File: src/rtl/gate_pkg.sv
// Shared definitions for the gate datapath: opcode encoding and the gate evaluation function.
package gate_pkg;

    // Widest operand gate_eval handles; callers zero-extend and truncate to their own width.
    localparam int GATE_MAX_W = 32;

    typedef enum logic [1:0] {
        OP_AND  = 2'b00,
        OP_OR   = 2'b01,
        OP_XOR  = 2'b10,
        OP_NAND = 2'b11
    } gate_op_e;

    function automatic logic [GATE_MAX_W-1:0] gate_eval(
        input gate_op_e               op,
        input logic [GATE_MAX_W-1:0]  a,
        input logic [GATE_MAX_W-1:0]  b
    );
        logic [GATE_MAX_W-1:0] y;
        unique case (op)
            OP_AND:  y = a & b;
            OP_OR:   y = a | b;
            OP_XOR:  y = a ^ b;
            OP_NAND: y = ~(a & b);
        endcase
        return y;
    endfunction

endpackage

File: src/rtl/rr_arbiter.sv
// Round-robin picker: grants the first asserted request scanning from ptr upward, modulo N.
module rr_arbiter #(
    parameter  int N   = 4,
    localparam int IDW = (N > 1) ? $clog2(N) : 1
) (
    input  logic [N-1:0]   req,
    input  logic           en,
    input  logic [IDW-1:0] ptr,
    output logic [N-1:0]   gnt,
    output logic [IDW-1:0] gnt_idx
);

    // One extra bit so ptr+k never overflows before the modulo fold (N need not be a power of 2).
    logic [IDW:0] j;
    logic         found;

    always_comb begin
        gnt     = '0;
        gnt_idx = '0;
        found   = 1'b0;
        j       = '0;
        for (int k = 0; k < N; k++) begin
            j = {1'b0, ptr} + (IDW+1)'(k);
            if (j >= (IDW+1)'(N)) begin
                j = j - (IDW+1)'(N);
            end
            if (en && !found && req[j[IDW-1:0]]) begin
                found               = 1'b1;
                gnt[j[IDW-1:0]]     = 1'b1;
                gnt_idx             = j[IDW-1:0];
            end
        end
    end

endmodule

File: src/rtl/gate_op_arbiter.sv
// Schedules N_REQ requesters onto one registered gate unit; result held in a single-entry
// valid/ready output register.
module gate_op_arbiter
    import gate_pkg::*;
#(
    parameter  int N_REQ = 4,
    parameter  int WIDTH = 1,
    localparam int IDW   = $clog2(N_REQ)
) (
    input  logic               clk,
    input  logic               rst_n,
    input  logic [N_REQ-1:0]       req,
    input  logic [N_REQ*WIDTH-1:0] req_a,
    input  logic [N_REQ*WIDTH-1:0] req_b,
    input  logic [N_REQ*2-1:0]     req_op,
    output logic [N_REQ-1:0]       gnt,
    output logic               rsp_valid,
    input  logic               rsp_ready,
    output logic [WIDTH-1:0]   rsp_y,
    output logic [IDW-1:0]     rsp_id
);

    // Handshakes: a request is taken in the cycle gnt[i]=1 (requester holds req and operands
    // until then); a result transfers in any cycle where rsp_valid && rsp_ready, and a new
    // result may be loaded in that same cycle so throughput is one result per clock.

    logic [IDW-1:0]   ptr;
    logic [IDW-1:0]   gnt_idx;
    logic             can_accept;
    logic             arb_en;
    logic             any_gnt;
    logic [WIDTH-1:0] a_sel;
    logic [WIDTH-1:0] b_sel;
    gate_op_e         op_sel;
    logic [WIDTH-1:0] y_next;

    assign can_accept = !rsp_valid || rsp_ready;
    // Grants are suppressed while reset is held so requesters see no acceptance.
    assign arb_en     = can_accept && rst_n;

    rr_arbiter #(.N(N_REQ)) u_rr (
        .req     (req),
        .en      (arb_en),
        .ptr     (ptr),
        .gnt     (gnt),
        .gnt_idx (gnt_idx)
    );

    assign any_gnt = |gnt;
    assign a_sel   = req_a[int'(gnt_idx)*WIDTH +: WIDTH];
    assign b_sel   = req_b[int'(gnt_idx)*WIDTH +: WIDTH];
    assign op_sel  = gate_op_e'(req_op[int'(gnt_idx)*2 +: 2]);
    assign y_next  = WIDTH'(gate_eval(op_sel, GATE_MAX_W'(a_sel), GATE_MAX_W'(b_sel)));

    always_ff @(posedge clk or negedge rst_n) begin
        if (!rst_n) begin
            ptr       <= '0;
            rsp_valid <= 1'b0;
            rsp_y     <= '0;
            rsp_id    <= '0;
        end else if (any_gnt) begin
            rsp_valid <= 1'b1;
            rsp_y     <= y_next;
            rsp_id    <= gnt_idx;
            ptr       <= (gnt_idx == IDW'(N_REQ-1)) ? '0 : gnt_idx + 1'b1;
        end else if (rsp_ready) begin
            rsp_valid <= 1'b0;
        end
    end

endmodule

File: config.mk
export PLATFORM = sky130hd
export DESIGN_NAME = gate_op_arbiter
export DESIGN_NICKNAME = d
export VERILOG_FILES = /design/src/rtl/gate_pkg.sv /design/src/rtl/rr_arbiter.sv /design/src/rtl/gate_op_arbiter.sv
export SDC_FILE = /design/constraint.sdc
export NUM_CORES = 1
export LEC_CHECK = 0
export ABC_AREA = 1
export CAP_MARGIN = 30
export CORE_MARGIN = 2
export CORE_UTILIZATION = 35
export DETAILED_ROUTE_END_ITERATION = 8
export MAX_ROUTING_LAYER = met4
export SYNTH_ARGS = -nofsm -noshare
export SYNTH_HDL_FRONTEND = slang
export SYNTH_SLANG_ARGS = --single-unit
File: constraint.sdc
create_clock -name clk -period 6.9 [get_ports clk]
set_input_delay 0.69 -clock clk [delete_from_list [all_inputs] [get_ports clk]]
set_output_delay 0.69 -clock clk [all_outputs]
set_load 0.05 [all_outputs]
== After elaboration in Yosys (flattened, before gate mapping) ==
Cells that the tools add are included.
Operators by class
  eq/ne operators: 4
  multiplexer cells: 35
  bitwise gates (word level): 7
  shift operators: 3
  add/sub/neg operators: 8
  order comparisons: 12
  reduce and logical (&&, ||, !) cells: 20
Operator list (number)
  2-to-1 mux 2 bit: 9
  2-to-1 mux 4 bit: 4
  2-to-1 mux 1 bit: 13
  logical AND 1 bit: 12
  less-than comparator 2 x 3 -> 1 bit, second input constant: 4
  OR 4 bit: 3
  greater-or-equal comparator 3 bit, second input constant: 3
  binary-select mux 1 bit (select 2 bit): 4
  demux 1 bit (select 2 bit): 4
  greater-or-equal comparator 2 x 1 -> 1 bit, second input constant: 4
  indexed part select 4 x 3 -> 1 bit: 2
  indexed part select 8 x 4 -> 2 bit: 1
  subtractor 2 x 1 -> 2 bit, second input constant: 4
  adder 2 x 2 -> 3 bit, second input constant: 2
  == test 2 bit, second input constant: 3
  logical NOT 1 bit: 4
  one-hot mux 1 bit (4 select lines): 1
  OR reduction 4 bit: 1
  adder 2 x 1 -> 3 bit, second input constant: 1
  greater-or-equal comparator 2 x 3 -> 1 bit, second input constant: 1
  adder 2 x 1 -> 2 bit, second input constant: 1
  == test 2 x 1 -> 1 bit, second input constant: 1
  logical NOT 2 bit: 1
  nonzero test 2 bit: 1
  other kinds (5): 5
Storage, ports and cells
  input bits: 23
  output and inout port bits: 8
  word-level logic and storage cells: 93
  register bits after elaboration: 6

== Depth between registers and ports, before layout ==
  depth in word-level cells: 22
  mapped depth: 21
  gate-level depth less buffers: 21

== Cells and area by module ==
From an unflattened synthesis, not the netlist that was laid out.
Second synthesis, totals
  cell total of the unflattened synthesis: 152
  area, all modules: 997.2 um^2
Modules (own cells, without submodules)
  rr_arbiter: instances 1, sequential area each 0.0 um^2, area each 505.5 um^2, cells each 82
  gate_op_arbiter: instances 1, sequential area each 150.1 um^2, area each 491.7 um^2, cells each 70

== Worst setup path after synthesis ==
OpenSTA, ideal clock, no wires.
  path type: register to register
  from: reg ptr[0]
  to: reg rsp_y
  arrival time: 2.689 ns
  stages on the path, launching flop included: 21
  library setup time: 0.073 ns
  data required time: 6.827 ns
  buffers on the path: 1
  slack: 4.138 ns
  period minus slack after synthesis: 2.762 ns
  cell sequence: dfrtp_1 -> inv_4 -> ha_1 -> inv_1 -> nand3_1 -> nand2_2 -> nand3_4 -> nor2_8 -> nor2_2 -> nand2_4 -> nand2_4 -> buf_6 -> or2_0 -> a32oi_2 -> inv_2 -> ha_1 -> inv_1 -> nand3_1 -> nand3_1 -> nand2_1 -> a21oi_2
Between the ends
  cells in the longest elaborated chain, start to end: 22
  elaborated cells on any way between the ends: 80
  classes of those cells: add/sub: 7; order compare: 12; eq/ne: 3; shift: 3; mux: 32; bitwise: 7; reduce/logical: 16
Ends and longest elaborated chain
  start: declaration: RTL line gate_op_arbiter.sv:27  | logic [IDW-1:0] ptr;
  start signal: assignment: RTL line gate_op_arbiter.sv:65  | ptr <= (gnt_idx == IDW'(N_REQ-1)) ? '0 : gnt_idx + 1'b1;
  branches (longest 22 deep; another with adder 2 x 1 -> 3 bit)
  end signal: assignment: RTL line gate_op_arbiter.sv:63  | rsp_y <= y_next;
  end: declaration: RTL line gate_op_arbiter.sv:19  | output logic [WIDTH-1:0] rsp_y,
Parallel ways; which one is timed is not known. The select of a mux whose other input is x is not followed.
A chain may end at the register's enable or synchronous reset.

== Worst setup path after layout ==
  from: in rst_n
  to: out gnt[2]
Between the ends
  cells in the longest elaborated chain, start to end: 15
  elaborated cells on any way between the ends: 21
  classes of those cells: mux: 7; bitwise: 3; reduce/logical: 11
Ends and longest elaborated chain
  start: declaration: RTL line gate_op_arbiter.sv:11  | input logic rst_n,
  logical AND 1 bit *: RTL line gate_op_arbiter.sv:39  | assign arb_en = can_accept && rst_n;
  logical AND 1 bit: RTL line rr_arbiter.sv:27  | if (en && !found && req[j[IDW-1:0]]) begin
  2-to-1 mux 1 bit: RTL line rr_arbiter.sv:27
  logical NOT 1 bit: RTL line rr_arbiter.sv:27
  logical AND 1 bit (2 in series): RTL line rr_arbiter.sv:27
  2-to-1 mux 1 bit: RTL line rr_arbiter.sv:27
  logical NOT 1 bit: RTL line rr_arbiter.sv:27
  logical AND 1 bit (2 in series): RTL line rr_arbiter.sv:27
  2-to-1 mux 1 bit: RTL line rr_arbiter.sv:27
  logical NOT 1 bit: RTL line rr_arbiter.sv:27
  logical AND 1 bit (2 in series): RTL line rr_arbiter.sv:27
  2-to-1 mux 4 bit *: RTL line rr_arbiter.sv:27
  end: declaration: RTL line gate_op_arbiter.sv:16  | output logic [N_REQ-1:0] gnt,
Every way passes the cells marked *; elsewhere a longest branch is shown, timed or not.

==> flow_metrics.tcl <==
set metrics [dict create \
    h-tree-depth 1 \
    first_pass_iters 4 \
    netlist_area_um2 972 \
    grt_max_degree 13 \
    synthCells 151 \
    cp-end-kind "output pin" \
    r2r-end "rsp_y" \
    clockRootBuffer "clkbuf_4" \
    r2r_setup_slack_ps 3740 \
    critPathKind "primary input to output pin" \
    rsz0062_at_grt "false" \
    setup_viol 0 \
    holdCritStartpoint "rsp_id[1]" \
    clkTransAtPathRegs_ps 50 \
    hpwl_um 2010 \
    grt_pass1_vias 1049 \
    finalCritPeriodShare_pct 55.9 \
    worstReg2RegStart "ptr[0]" \
    cts_resized 0 \
    worst_ep_required_time_ps 6210 \
    avgSynthCellArea_um2 6.44 \
    yosysWarnings 0 \
    syn-num-nets 180 \
    drt_iter0_drc 33 \
    cpPeakStageDelay_ps 810 \
    overflow 0 \
    ios 31 \
    die_h_um 56.7 \
    p_leak_nw 0.637 \
    num_rows 19 \
    max-cap-violations 0 \
    final-hold-violation-count 0 \
    path_max_fanout 7 \
    initial_core_util_pct 36.2 \
    ant_nets 0 \
    crit_top_cell "clkdlybuf4s50_1" \
    cts_buffers 3 \
    coreArea_um2 2690 \
    cp_top_family "buffers and inverters" \
    grt_pass1_wl_um 4240 \
    arrival_ps 3160 \
    synth_area_leaders "nand2_1 (18%), dfrtp_1 (15%), nand3_1 (9.3%)" \
    post_cts.repair.setup_buffers 0 \
    status "completed" \
    cts_tree "built" \
    irDropWorstVdd_mv 0.275 \
    relSlewSlack_pct 66.5 \
    drv_slew 0 \
    synth_seq_cells 6 \
    cp-start-kind "primary input" \
    diodes 0 \
    yosys.area.top_type "nand2_1" \
    reg2regPathDepth 19 \
    ys.flop_type "dfrtp_1" \
    cts_max_path_buffers 2 \
    seq_area_frac_synth_pct 15.4 \
    drc 0 \
    clock_latency_ps 250 \
    cts_hold_buf 0 \
    min_path_cells 2 \
    max_freq_mhz 259 \
    synth_common_cells "nand2_1 (46), nand3_1 (18), inv_1 (16)" \
    ys_types 25 \
    path_buf_inv 3 \
    dieArea_um2 3220 \
    dr_total_vias 1053 \
    post_drt_wl_per_cell_um 11.4 \
    clock-skew-final_ps 12.0 \
    gp_congestion 0.937 \
    finalInstanceArea_um2 1320 \
    cp_cell_sequence "clkdlybuf4s50_1 -> o21ai_0 -> inv_1 -> nand3_4 -> nor2_1 -> nand2_1 -> nand4_1 -> clkdlybuf4s50_1" \
    whs_endpoint "rsp_id[1]" \
    clock-sinks 6 \
    port_buffers 30 \
    hp-class "flop to flop" \
    slowest_stage "clkdlybuf4s50_1" \
    power.density_nw_per_um2 423 \
    antenna_found_initial 0 \
    min_period_ps 3850 \
    fin_nets 214 \
    grt_use_total_pct 16.3 \
    area_growth_pct 36.0 \
    dieWidth_um 56.7 \
    yosysMostFrequentCell "nand2_1" \
    synth_top_area_share_pct 17.8 \
    drive_above_1_share_pct 17.5 \
    async_reset_ff_share_pct 100 \
    placedInstanceArea_um2 1300 \
    tightestPinTransition_ps 501 \
    tns_ps 0 \
    synth_edf_count 0 \
    vias_per_cell 4.92 \
    wl_um 2430 \
]
==> final cells by class <==
type	instances	area (µm²)
clock buffers	3	22.5
multi-input cells	125	737
well taps	31	38.8
flip-flops and latches	6	150
repair buffers	30	300
fillers	275	1360
inverters	19	73.8
==> sequential cells by signal, indices dropped and copies added (netlist names) <==
| name | count |
|---|---|
| rsp_y | 1 |
| rsp_valid | 1 |
| rsp_id | 2 |
| ptr | 2 |
==> report_power, final <==
part | switching (mW) | total, mW | internal (mW)
combinational | 0.302 | 0.462 | 0.160
clock | 0.0130 | 0.0327 | 0.0197
sequential | 0.0148 | 0.0652 | 0.0504
total | 0.330 | 0.560 | 0.230
==> stage by stage <==
stage	std cells	total power, mW	setup slack, ps	hold slack, ps	util [%]
after global placement	211	0.520	3200	460	48.4
after global routing	214	0.613	2880	509	49.2
after floorplan	151	0.424	4140	394	-
after detailed placement	211	0.529	3090	467	48.4
after CTS	214	0.564	3070	483	49.2
final	214	0.560	3050	486	49.2
==> worst max path at each step <==
stage                      start  endpoint  slack, ps  depth (start not counted)
after floorplan           ptr[0]     rsp_y       4140                         20
after global placement     rst_n    gnt[3]       3200                          8
after detailed placement   rst_n    gnt[2]       3090                          8
after CTS                  rst_n    gnt[2]       3070                          8
after global routing       rst_n    gnt[1]       2880                          8
final                      rst_n    gnt[2]       3050                          8
==> worst min-delay path, delay by kind of cell, from the launching register on <==
family / cells / cell delay [ps]
flops: 1 / 350
simple gates: 2 / 110
==> kinds of logic after synthesis <==
| group | Yosys count | share of synthesized area [%] |
|---|---|---|
| buf+inv | 20 | 8.75 |
| compound gates | 10 | 8.37 |
| fa+ha+maj | 6 | 7.72 |
| flops | 6 | 15.4 |
| simple gates | 109 | 59.7 |
==> cell usage in the layout (no fill, tap or decap), drive strengths merged <==
master,Yosys,routed
o21a,1,1
or2,2,2
inv,19,19
nand2,59,59
nor2,15,15
clkdlybuf4s50,0,30
nand3,24,24
dfrtp,6,6
a21oi,2,2
nand3b,4,4
clkbuf,0,3
o21bai,1,1
nand4,5,5
a32oi,2,2
ha,6,6
o21ai,4,4
==> per-layer routing <==
metal | vias to the layer above | share of wire (%) | track usage [%]
met2 | 30 | 52 | 30.7
met3 | 2 | 3.7 | 2.07
met1 | 466 | 43 | 18.2
met5 | - | 0 | -
li1 | 555 | - | -
met4 | 0 | 0.41 | 3.40
Power figures use the tool's default switching activity.
